$ cat src/rtl/ring_buf_writer.sv
// Ring-buffer write side: gathers client words into a DEPTH-entry buffer,
// then drains each batch (closed by fill or LAST) into a downstream FIFO.
module ring_buf_writer #(
  parameter int unsigned DEPTH = 16,
  parameter int unsigned WIDTH = 32
) (
  input  logic                       CLK,
  input  logic                       RESETn,
  input  logic                       WREN,
  input  logic [WIDTH-1:0]           WRDATA,
  input  logic                       LAST,
  output logic                       FULL,
  output logic                       OVF,
  output logic [$clog2(DEPTH):0]     COUNT,
  output logic [WIDTH-1:0]           FIFO_WRDATA,
  output logic                       FIFO_WREN,
  input  logic                       FIFO_WRFULL,
  output logic                       FIFO_DONE
);

  localparam int unsigned AW = $clog2(DEPTH);
  localparam int unsigned CW = AW + 1;
  localparam logic [CW-1:0] DEPTH_C = CW'(DEPTH);

  typedef enum logic [1:0] {
    FILL  = 2'd0,
    DRAIN = 2'd1,
    DONE  = 2'd2
  } state_t;

  state_t            state_q;
  logic [AW-1:0]     widx_q;
  logic [AW-1:0]     ridx_q;
  logic [CW-1:0]     count_q;
  logic              ovf_q;
  logic              last_q;
  logic [WIDTH-1:0]  data_q [DEPTH];

  logic              accept;
  logic              fifo_wr;
  logic [CW-1:0]     count_inc;

  assign accept    = WREN & (state_q == FILL);
  assign count_inc = count_q + CW'(1);
  // Reset gates the strobe so a mid-drain reset never issues a write.
  assign fifo_wr   = RESETn & ~FIFO_WRFULL & (state_q == DRAIN) & (count_q != '0);

  always_ff @(posedge CLK) begin
    if (!RESETn) begin
      state_q <= FILL;
      widx_q  <= '0;
      ridx_q  <= '0;
      count_q <= '0;
      ovf_q   <= 1'b0;
      last_q  <= 1'b0;
    end else begin
      if (WREN && state_q != FILL) begin
        ovf_q <= 1'b1;
      end
      case (state_q)
        FILL: begin
          if (WREN) begin
            widx_q  <= widx_q + AW'(1);
            count_q <= count_inc;
            if (LAST || count_inc == DEPTH_C) begin
              state_q <= DRAIN;
              last_q  <= LAST;
            end
          end
        end
        DRAIN: begin
          if (fifo_wr) begin
            ridx_q  <= ridx_q + AW'(1);
            count_q <= count_q - CW'(1);
            if (count_q == CW'(1)) begin
              state_q <= last_q ? DONE : FILL;
            end
          end
        end
        DONE: begin
          state_q <= FILL;
          last_q  <= 1'b0;
        end
        default: state_q <= FILL;
      endcase
    end
  end

  always_ff @(posedge CLK) begin
    if (RESETn && accept) begin
      data_q[widx_q] <= WRDATA;
    end
  end

  assign FULL        = (state_q != FILL);
  assign OVF         = ovf_q;
  assign COUNT       = count_q;
  assign FIFO_WRDATA = data_q[ridx_q];
  assign FIFO_WREN   = fifo_wr;
  assign FIFO_DONE   = (state_q == DONE);

endmodule

$ cat config.mk
export PLATFORM = sky130hd
export DESIGN_NAME = ring_buf_writer
export DESIGN_NICKNAME = d
export VERILOG_FILES = /design/src/rtl/ring_buf_writer.sv
export SDC_FILE = /design/constraint.sdc
export NUM_CORES = 1
export LEC_CHECK = 0
export ABC_AREA = 1
export CORE_AREA = 2 2 166 331
export CTS_CLUSTER_SIZE = 28
export DETAILED_ROUTE_END_ITERATION = 7
export DIE_AREA = 0 0 168 333
export SYNTH_ARGS = -nofsm -noshare
export SYNTH_HDL_FRONTEND = slang
export SYNTH_SLANG_ARGS = --single-unit
$ cat constraint.sdc
create_clock -name CLK -period 4.6 [get_ports CLK]
set_input_delay 0.69 -clock CLK [delete_from_list [all_inputs] [get_ports CLK]]
set_output_delay 0.69 -clock CLK [all_outputs]
set_load 0.02 [all_outputs]
==> flow_metrics.tcl <==
set metrics [dict create \
    status "completed" \
    min_from "last_q" \
    stdcell_area_um2 24100 \
    synthesis.area_um2 21100 \
    r2r_end "data_q[13][26]" \
    drv_slew 0 \
    root_buffer "clkbuf_16" \
    clk_path_buf_depth 3 \
    worstReg2RegStart "state_q[0]" \
    async_flop_share_pct 0 \
    r2r_setup_slack_ns 1.67 \
    slew_headroom_pct 23.7 \
    clkLatencyLatePin_ns 0.57 \
    clkTransAtPathRegs_ns 0.07 \
    path_buf_inv 3 \
    cts_resized 0 \
    htreeDepth 2 \
    start_util_pct 39.6 \
    cp.required_ns 3.91 \
    grt_usage_pct 18.1 \
    fp.dieW_um 168 \
    die_h_um 333 \
    routed_wl_um 50800 \
    drt-vias-per-instance 5.51 \
    worstSetupStartpointType "register" \
    crit_slowest_cell "clkdlybuf4s50_1" \
    drtAntennaViolNets 0 \
    synth_ff_type "edfxtp_1" \
    setup_violations 0 \
    antenna_found_initial 0 \
    crit_fanout 90 \
    layout_worst_path_cycle_share_pct 85.9 \
    synth_nets 1703 \
    fin_setup_tns_ns 0 \
    design.portCount 78 \
    globalRouteOverflowTotal 0 \
    fin_nets 1752 \
    placementRows 120 \
    post-cts-setup-buffer-count 0 \
    multi_input_area_um2 4880 \
    numPortBuffers 77 \
    register_area_um2 15800 \
    fin_worst_hold_slack_ns 0.499 \
    total_leakage_power_uw 0.00757 \
    clock-skew-final_ns 0.0192 \
    cts_made_buffers 43 \
    grt_pass1_vias 13100 \
    drive_gt1_share_pct 6.95 \
    synth_cell_types 25 \
    dieArea_um2 55900 \
    path_common_cell "nor2_1" \
    rsz0062_at_grt "no" \
    vdd_drop_max_mv 0.244 \
    dr.pass1.iters 6 \
    grt_max_degree 137 \
    worstHoldPathCells 2 \
    finalHoldViolCount 0 \
    fmax_mhz 253 \
    gp_congestion 0.808 \
    wl_per_cell_um 21.1 \
    cts_hold_buf 0 \
    clock-sinks 533 \
    core_um2 53300 \
    fillers 4676 \
    grt_pass1_wl_um 77200 \
    dp_hpwl_um 30600 \
    drc_errors 0 \
    critPathCaptureType "output port" \
    synthToLayoutAreaGrowth_pct 14.0 \
    ys_seq_area_share_pct 74.7 \
    period_needed_ns 3.95 \
    synth_edf_count 512 \
    cp_top_family "buffers and inverters" \
    crit_chain "inv_8, buf_12, nor2_1, nor2_1, o21ai_0, o211ai_1, nand3_1, nand2_1, clkdlybuf4s50_1" \
    min_to "last_q" \
    min_path_type "register to register" \
    tightest_slew_ns 1.14 \
    powerDensity_nw_per_um2 405 \
    postPlaceCellArea_um2 22700 \
    post-route-util_pct 45.2 \
    path_class "register to output port" \
    ys_seq_elements 533 \
    tritoncts "yes" \
    max_stage_delay_ns 0.63 \
    ys_warn_count 0 \
    syn_area_per_cell_um2 12.8 \
    drt_iter0_markers 1154 \
    maxCapViolCount 0 \
    netlist_instances 1657 \
    reg2regPathDepth 8 \
    antenna_cells 0 \
    vias 13300 \
    arrival_ns 3.26 \
]
==> power by group <==
| group | internal (uW) | total, uW | switching (uW) |
|---|---|---|---|
| registers | 5370 | 5420 | 42.6 |
| clock network | 1920 | 3590 | 1670 |
| logic | 249 | 749 | 500 |
==> cell type report <==
cell class	count	area share (%)
Multi-Input combinational cell	988	20.3
Sequential cell	533	65.6
Clock buffer	52	4.78
Tap cell	671	3.48
Clock inverter	27	0.846
Inverter	30	0.498
Timing Repair Buffer	110	4.54
==> layer usage <==
metal / part of all wire (%) / vias up / GRT usage (%)
li1: - / 6136 / -
met1: 40 / 6669 / 22.6
met2: 52 / 381 / 32.1
met3: 5.0 / 97 / 1.90
met4: 3.5 / 0 / 7.36
met5: 0 / - / 0
==> cell families (layout without fill, tap and decap cells) <==
| kind of cell | Yosys count | in the layout | share of synthesized area, % |
|---|---|---|---|
| AND/OR/NAND/NOR | 533 | 533 | 9.83 |
| XOR/XNOR | 5 | 5 | 0.207 |
| flip-flops | 533 | 533 | 74.7 |
| adder cells (fa/ha/maj) | 9 | 9 | 0.533 |
| AO/OA/AOI/OAI | 441 | 441 | 12.0 |
| buffers and inverters | 136 | 219 | 2.71 |
==> Yosys cell counts, types with 4 or more instances <==
cell	count	share of area, %
nor3_1	4	0.095
ha_1	9	0.53
o21ai_0	205	4.9
o21ai_1	92	2.2
nor2_1	420	7.5
clkbuf_1	59	1.0
a21oi_1	14	0.33
nand2_1	60	1.1
nand3_1	43	1.0
o211ai_1	128	4.5
edfxtp_1	512	73
buf_1	13	0.23
buf_2	29	0.69
dfxtp_1	21	2.0
inv_1	28	0.50
==> placed cells by master, fill, tap and decap left out, types with 7 or more instances in the layout <==
master,instances
a21oi_1,14
buf_4,27
clkbuf_1,7
clkbuf_16,45
clkdlybuf4s50_1,77
clkinv_1,9
clkinv_2,9
dfxtp_1,17
edfxtp_1,512
ha_1,9
inv_1,27
nand2_1,60
nand3_1,43
nor2_1,404
nor2_4,16
o211ai_1,128
o21ai_0,205
o21ai_1,92
==> worst max-delay path by stage <==
stage,start,end,slack (ns),cells after the start
5_1_grt,register,FIFO_WRDATA[17],0.38,9
6_report,register,FIFO_WRDATA[1],0.65,9
2_1_floorplan,WREN,data_q[0][0],1.51,6
3_5_place_dp,WREN,data_q[13][27],1.05,8
4_1_cts,register,FIFO_WRDATA[1],0.57,9
3_3_place_gp,WREN,data_q[13][2],1.06,8
==> registers in the layout, summed over array words and instances (netlist names), named ones only <==
signal and flops:
data_q 512, last_q 1, ridx_q 4, OVF 1, COUNT 5, state_q 2
widx_q 4
==> metrics by stage <==
step / power (uW) / cells / setup slack [ns]
after floorplan: 5910 / 1657 / 1.51
after global placement: 6270 / 2332 / 1.06
after detailed placement: 6280 / 2332 / 1.05
after CTS: 9820 / 2411 / 0.567
after global routing: 10100 / 2411 / 0.378
final: 9750 / 2411 / 0.649
==> worst min-delay path: stages (launching register included) <==
cell and delay, ns:
dfxtp_1 0.33, a21oi_1 0.04, nor2_1 0.09
No activity file was read; power rests on OpenSTA's default activity.
==> variant 1 (config.mk and constraints unchanged) <==
`WIDTH`: 32 -> 36.
--- a/src/rtl/ring_buf_writer.sv
+++ b/src/rtl/ring_buf_writer.sv
@@ -4,3 +4,3 @@
   parameter int unsigned DEPTH = 16,
-  parameter int unsigned WIDTH = 32
+  parameter int unsigned WIDTH = 36
 ) (
Interface: changed (resized FIFO_WRDATA and WRDATA); port bits go from 78 to 86. No check against the original RTL was run, so the function may have changed too.
==> variant 1 against the original RTL <==
Sequential power increased by 12%. Cell area increased by 12%. Wire length rose by 17%. Worst setup slack lost 0.076 ns. Non-clock buffer count rose by 27. Clock power grew 12%. Synthesized area increased by 12%. Count of clock-buffer cells in the layout up 16. Maximum frequency fell by 1.9%. Sequential share of layout area grew 0.097 points. Sequential cell count rose by 64. Power increased by 14%.
==> variant 1: results (changes against the original RTL) <==
CTS
  • Setup Buffers After CTS: 0 (unchanged)
  • CTS Buf Count: 50 (+16%)
  • CTS resizes: 0 (unchanged)
  • Root Driver: clkbuf_16
  • H-tree Lvls: 2 (unchanged)
  • Clock transition at path regs: 0.06 ns
  • CTS max path bufs: 3 (unchanged)
  • Worst skew pair latency: 0.58 ns

Timing
  • Least-Margin Pin Slew: 0.850 ns (-0.293 ns)
  • Worst Clk Skew: 0.0107 ns (-0.00847 ns)

Power
  • LEAKAGE: 8.53 nW (+13%)
  • Maximum vdd drop: 0.254 mV (+4.0%)

Placed design
  • Cells after DPL: 2532 (+8.6%)
  • RePlAce Congestion: 0.800 (-1.0%)
  • DPL Wire Length: 35500 µm (+16%)
  • Port buffer count: 85 (+10%)

Worst setup path
  • Critical path fanouts, max: 84 (-6.7%)
  • Slowest cell on the critical path: buf_4
  • Crit path DAT: 3.34 ns (+0.08 ns)
  • Crit-path max cell delay: 0.68 ns (+0.05 ns)

Cells and area
  • Number of flip-flops in the largest register: 576 (+13%)
  • Largest Register: data_q
  • Antenna cells: 0 (unchanged)
  • Fin cells: 2620 (+8.7%)
  • NumNets Final: 1963 (+12%)
  • Layout cells sized above 1: 7.54% (+0.59 points)

Logic synthesis
  • Synth Area in Compound Gates: 11.9% (-0.086 points)
  • Adder-cell area share of the yosys netlist: 0.475% (-0.057 points)
  • Asr flop ratio synth: 0% (unchanged)
  • Largest cells by area after synthesis: edfxtp_1 (73%), nor2_1 (7.3%), o21ai_0 (5.5%), o211ai_1 (4.6%), dfxtp_1 (1.8%)
  • Synth top cells by count: edfxtp_1 (576), nor2_1 (459), o21ai_0 (258)
  • Post-Syn Nets: 1893 (+11%)
  • Post-synthesis sequential area ratio: 74.8% (about the same)
  • Ys Warns: 0 (unchanged)
  • Syn Inst Count: 1843 (+11%)
  • XOR/XNOR Fraction of Synth Area: 0.185% (-0.022 points)
  • Post-synth cell types: 27 (+8.0%)
  • Post-synth EDFFs: 576 (+13%)
  • Multiplexer share of the synthesized area: 0% (unchanged)

Global route
  • Initial antenna violation count: 0 (unchanged)
  • GRT Resource Usage Total: 21.4% (+3.3 points)
  • Largest net degree at the start of global routing: 154 (+12%)
  • First-pass GRT wire length: 90100 µm (+17%)

Hold path
  • Hold Path Class: reg2reg

Drt
  • Total Routed Length: 59700 µm (+17%)
  • Via count: 14700 (+11%)
  • Drt pass-1 iters: 5 (-1)
  • DR iter-0 viols: 1364 (+18%)

Outcome
  • Status: completed
[variant 1: cell types whose count changed in the layout (fill, tap and decap cells not counted), sizes merged, moves of 6 or more]
| cell | before | now |
|---|---|---|
| nand3 | 44 | 55 |
| buf | 33 | 52 |
| edfxtp | 512 | 576 |
| nor2 | 420 | 460 |
| clkbuf | 52 | 68 |
| o211ai | 128 | 144 |
| clkinv | 24 | 18 |
| o21ai | 297 | 326 |
| clkdlybuf4s50 | 77 | 85 |
[variant 1: logic make-up (layout without fill, tap and decap cells)]
group	Yosys count	in the layout
flops	597	597
simple gates	589	589
compound gates	490	490
buf+inv	153	259
fa+ha+maj	9	9
xor+xnor	5	5
[variant 1: power breakdown]
part	leakage (nW)	switching, W	internal, W	total [W]
clock network	0.743	0.00187	0.00215	0.00402
registers	5.36	0.0000520	0.00603	0.00608
logic	2.42	0.000649	0.000338	0.000986
total	8.53	0.00257	0.00851	0.0111
[variant 1: per-stage QoR]
| stage | util, % | instance area, µm² | total power, W | hold slack, ns | setup WS (ns) |
|---|---|---|---|---|---|
| 2_1_floorplan | - | 23700 | 0.00674 | 0.452 | 1.33 |
| 3_3_place_gp | 47.8 | 25500 | 0.00718 | 0.466 | 1.14 |
| 3_5_place_dp | 47.8 | 25500 | 0.00720 | 0.474 | 1.15 |
| 4_1_cts | 50.6 | 27000 | 0.0112 | 0.494 | 0.551 |
| 5_1_grt | 50.6 | 27000 | 0.0114 | 0.544 | 0.421 |
| 6_report | 50.6 | 27000 | 0.0111 | 0.502 | 0.573 |
[variant 1: worst max-delay path, delay by kind of cell (launching register included)]
kind / cells / cell delay, ns
flops: 1 / 0.53
compound gates: 3 / 0.65
buf+inv: 2 / 1.30
simple gates: 1 / 0.18
[variant 1: final cells by class]
| class | instances | area [µm²] |
|---|---|---|
| multi-input cells | 1093 | 5400 |
| well taps | 671 | 840 |
| clock inverters | 20 | 100 |
| repair buffers | 137 | 1380 |
| flip-flops and latches | 597 | 17700 |
| fillers | 4532 | 26300 |
| clock buffers | 68 | 1410 |
| inverters | 34 | 135 |
[variant 1: metal layers]
metal  track usage (%)  vias to the layer above  wire length [µm]
met5                 0                        -                 0
met4              8.62                        0              2170
met3              2.19                      105              2270
met2              39.6                      385             32300
met1              25.1                     7387             22900
li1                  -                     6871                 -
[variant 1: final timing paths]
kind                    from        endpoint  slack, ns  depth (start not counted)
hold / removal     ridx_q[2]            flop       0.50                          1
setup reg to reg  state_q[1]  data_q[13][31]       1.74                          8
hold reg to reg    ridx_q[2]            flop       0.50                          1
setup / recovery        flop  FIFO_WRDATA[7]       0.57                          6
==> variant 2 (same settings) <==
Made on the original files. Encoding of `state_t`: now one-hot (3 bits for 3 states).
--- a/src/rtl/ring_buf_writer.sv
+++ b/src/rtl/ring_buf_writer.sv
@@ -24,6 +24,6 @@
 
-  typedef enum logic [1:0] {
-    FILL  = 2'd0,
-    DRAIN = 2'd1,
-    DONE  = 2'd2
+  typedef enum logic [2:0] {
+    FILL  = 3'b001,
+    DRAIN = 3'b010,
+    DONE  = 3'b100
   } state_t;
Check against the original RTL: same outputs for any inputs over 4 cycles, from zero or initial values and one cycle with RESETn low; so few cycles prove little.
==> variant 2 against the original RTL <==
Power rose by 4.6%. Wire length rose by 0.35%. Highest routed layer is now met5. Synthesized area increased by 5.0%. Non-clock buffer count is 6 higher. Sequential cell count is 1 higher. Via count increased by 2.1%. Largest power group unchanged. Largest cell class unchanged. Critical path depth shrank 3. Cell area rose by 3.7%. Synthesized cell count rose by 8.3%. Clock power up 4%. Worst setup slack improved by 0.12 ns.
==> variant 2: results (changes against the original RTL) <==
Global route
  • Largest net degree at the start of global routing: 122 (-11%)
  • First-pass GRT wire length: 78000 µm (+0.98%)
  • GRT Resource Usage Total: 18.3% (+0.17 points)
  • Initial antenna violation count: 1 (+1)

Cells and area
  • Layout cells sized above 1: 7.75% (+0.79 points)
  • NumNets Final: 1896 (+8.2%)

Logic synthesis
  • Post-synthesis sequential area ratio: 71.3% (-3.5 points)
  • Post-synth cell types: 31 (+24%)
  • Largest cells by area after synthesis: edfxtp_1 (69%), nand3_1 (4.7%), inv_1 (4.7%), o211ai_1 (4.1%), nand2_1 (3.4%)
  • Post-Syn Nets: 1840 (+8.0%)
  • Synth top cells by count: edfxtp_1 (512), inv_1 (275), nand3_1 (208)
  • Adder-cell area share of the yosys netlist: 0.508% (-0.025 points)
  • Synth Area in Compound Gates: 10.8% (-1.2 points)

Placed design
  • Placed instance area: 23600 µm² (+3.6%)
  • RePlAce Congestion: 0.787 (-2.6%)
  • DPL Wire Length: 28600 µm (-6.7%)

Outcome
  • Status: completed

Worst setup path
  • Critical path fanouts, max: 53 (-41%)
  • Worst reg2reg startpoint: state_q[0]

Hold path
  • Hold Path Class: reg2reg
  • Hold Crit Start: OVF

CTS
  • Clock transition at path regs: 0.07 ns (about the same)
  • Worst skew pair latency: 0.57 ns (about the same)
  • CTS Buf Count: 46 (+7.0%)

Timing
  • Slew HR: 31.1% (+7.4 points)
  • Worst Clk Skew: 0.0154 ns (-0.00376 ns)

Drt
  • Via count: 13600 (+2.1%)
  • DR iter-0 viols: 1016 (-12%)
  • Drt pass-1 iters: 5 (-1)

Power
  • LEAKAGE: 8.60 nW (+14%)
  • Maximum vdd drop: 0.320 mV (+31%)
  • Sw frac: 23.2% (+0.47 points)
-- variant 2: cell types whose count changed after synthesis, sizes merged, moves of 3 or more --
cell / change
clkbuf: -27
inv: +251
nor2: -389
o21ai: -158
a21oi: +124
nand3: +165
buf: +29
nand2: +140
nor3: +3
-- variant 2: per-stage QoR --
step                      util [%]  setup WS, ns  cells
after floorplan                  -         0.945   1794
after global placement        44.2          1.36   2473
after detailed placement      44.2          1.33   2473
after CTS                     46.9         0.723   2556
after global routing          46.9         0.621   2556
final                         46.9         0.767   2556
-- variant 2: power by group through the flow --
stage                     Sequential (W)  Clock (W)  Combinational (W)
after global routing             0.00553    0.00400            0.00103
after CTS                        0.00552    0.00384           0.000941
final                            0.00552    0.00375           0.000927
after detailed placement         0.00562          0           0.000937
after floorplan                  0.00562          0           0.000549
after global placement           0.00562          0           0.000924
-- variant 2: layout make-up --
cell class | instances | area (µm²)
Sequential cell | 534 | 15800
Inverter | 281 | 1050
Multi-Input combinational cell | 871 | 4660
Fill cell | 4610 | 28300
Tap cell | 671 | 840
Timing Repair Buffer | 116 | 1190
Clock buffer | 61 | 1240
Clock inverter | 22 | 189
-- variant 2: final timing paths --
check	endpoint	depth (start not counted)	slack, ns
worst max register to register	data_q[8][2]	7	1.93
worst max-delay path	FIFO_WRDATA[0]	6	0.77
worst min-delay path	OVF	2	0.48
worst min register to register	OVF	2	0.48
-- variant 2: critical path, cell delays in order, from the launching register on --
cell and delay, ns:
dfxtp_4 0.74, buf_4 0.50, o211ai_1 0.16, nand3_1 0.11, nand3_1 0.10, nand2_1 0.25, clkdlybuf4s50_1 0.65
-- variant 2: layer usage --
metal	up-vias	part of all wire [%]	global-route usage, %
li1	6440	-	-
met1	6717	39	21.2
met2	305	54	33.9
met3	103	4.0	2.43
met4	2	3.5	7.35
met5	-	0.024	0
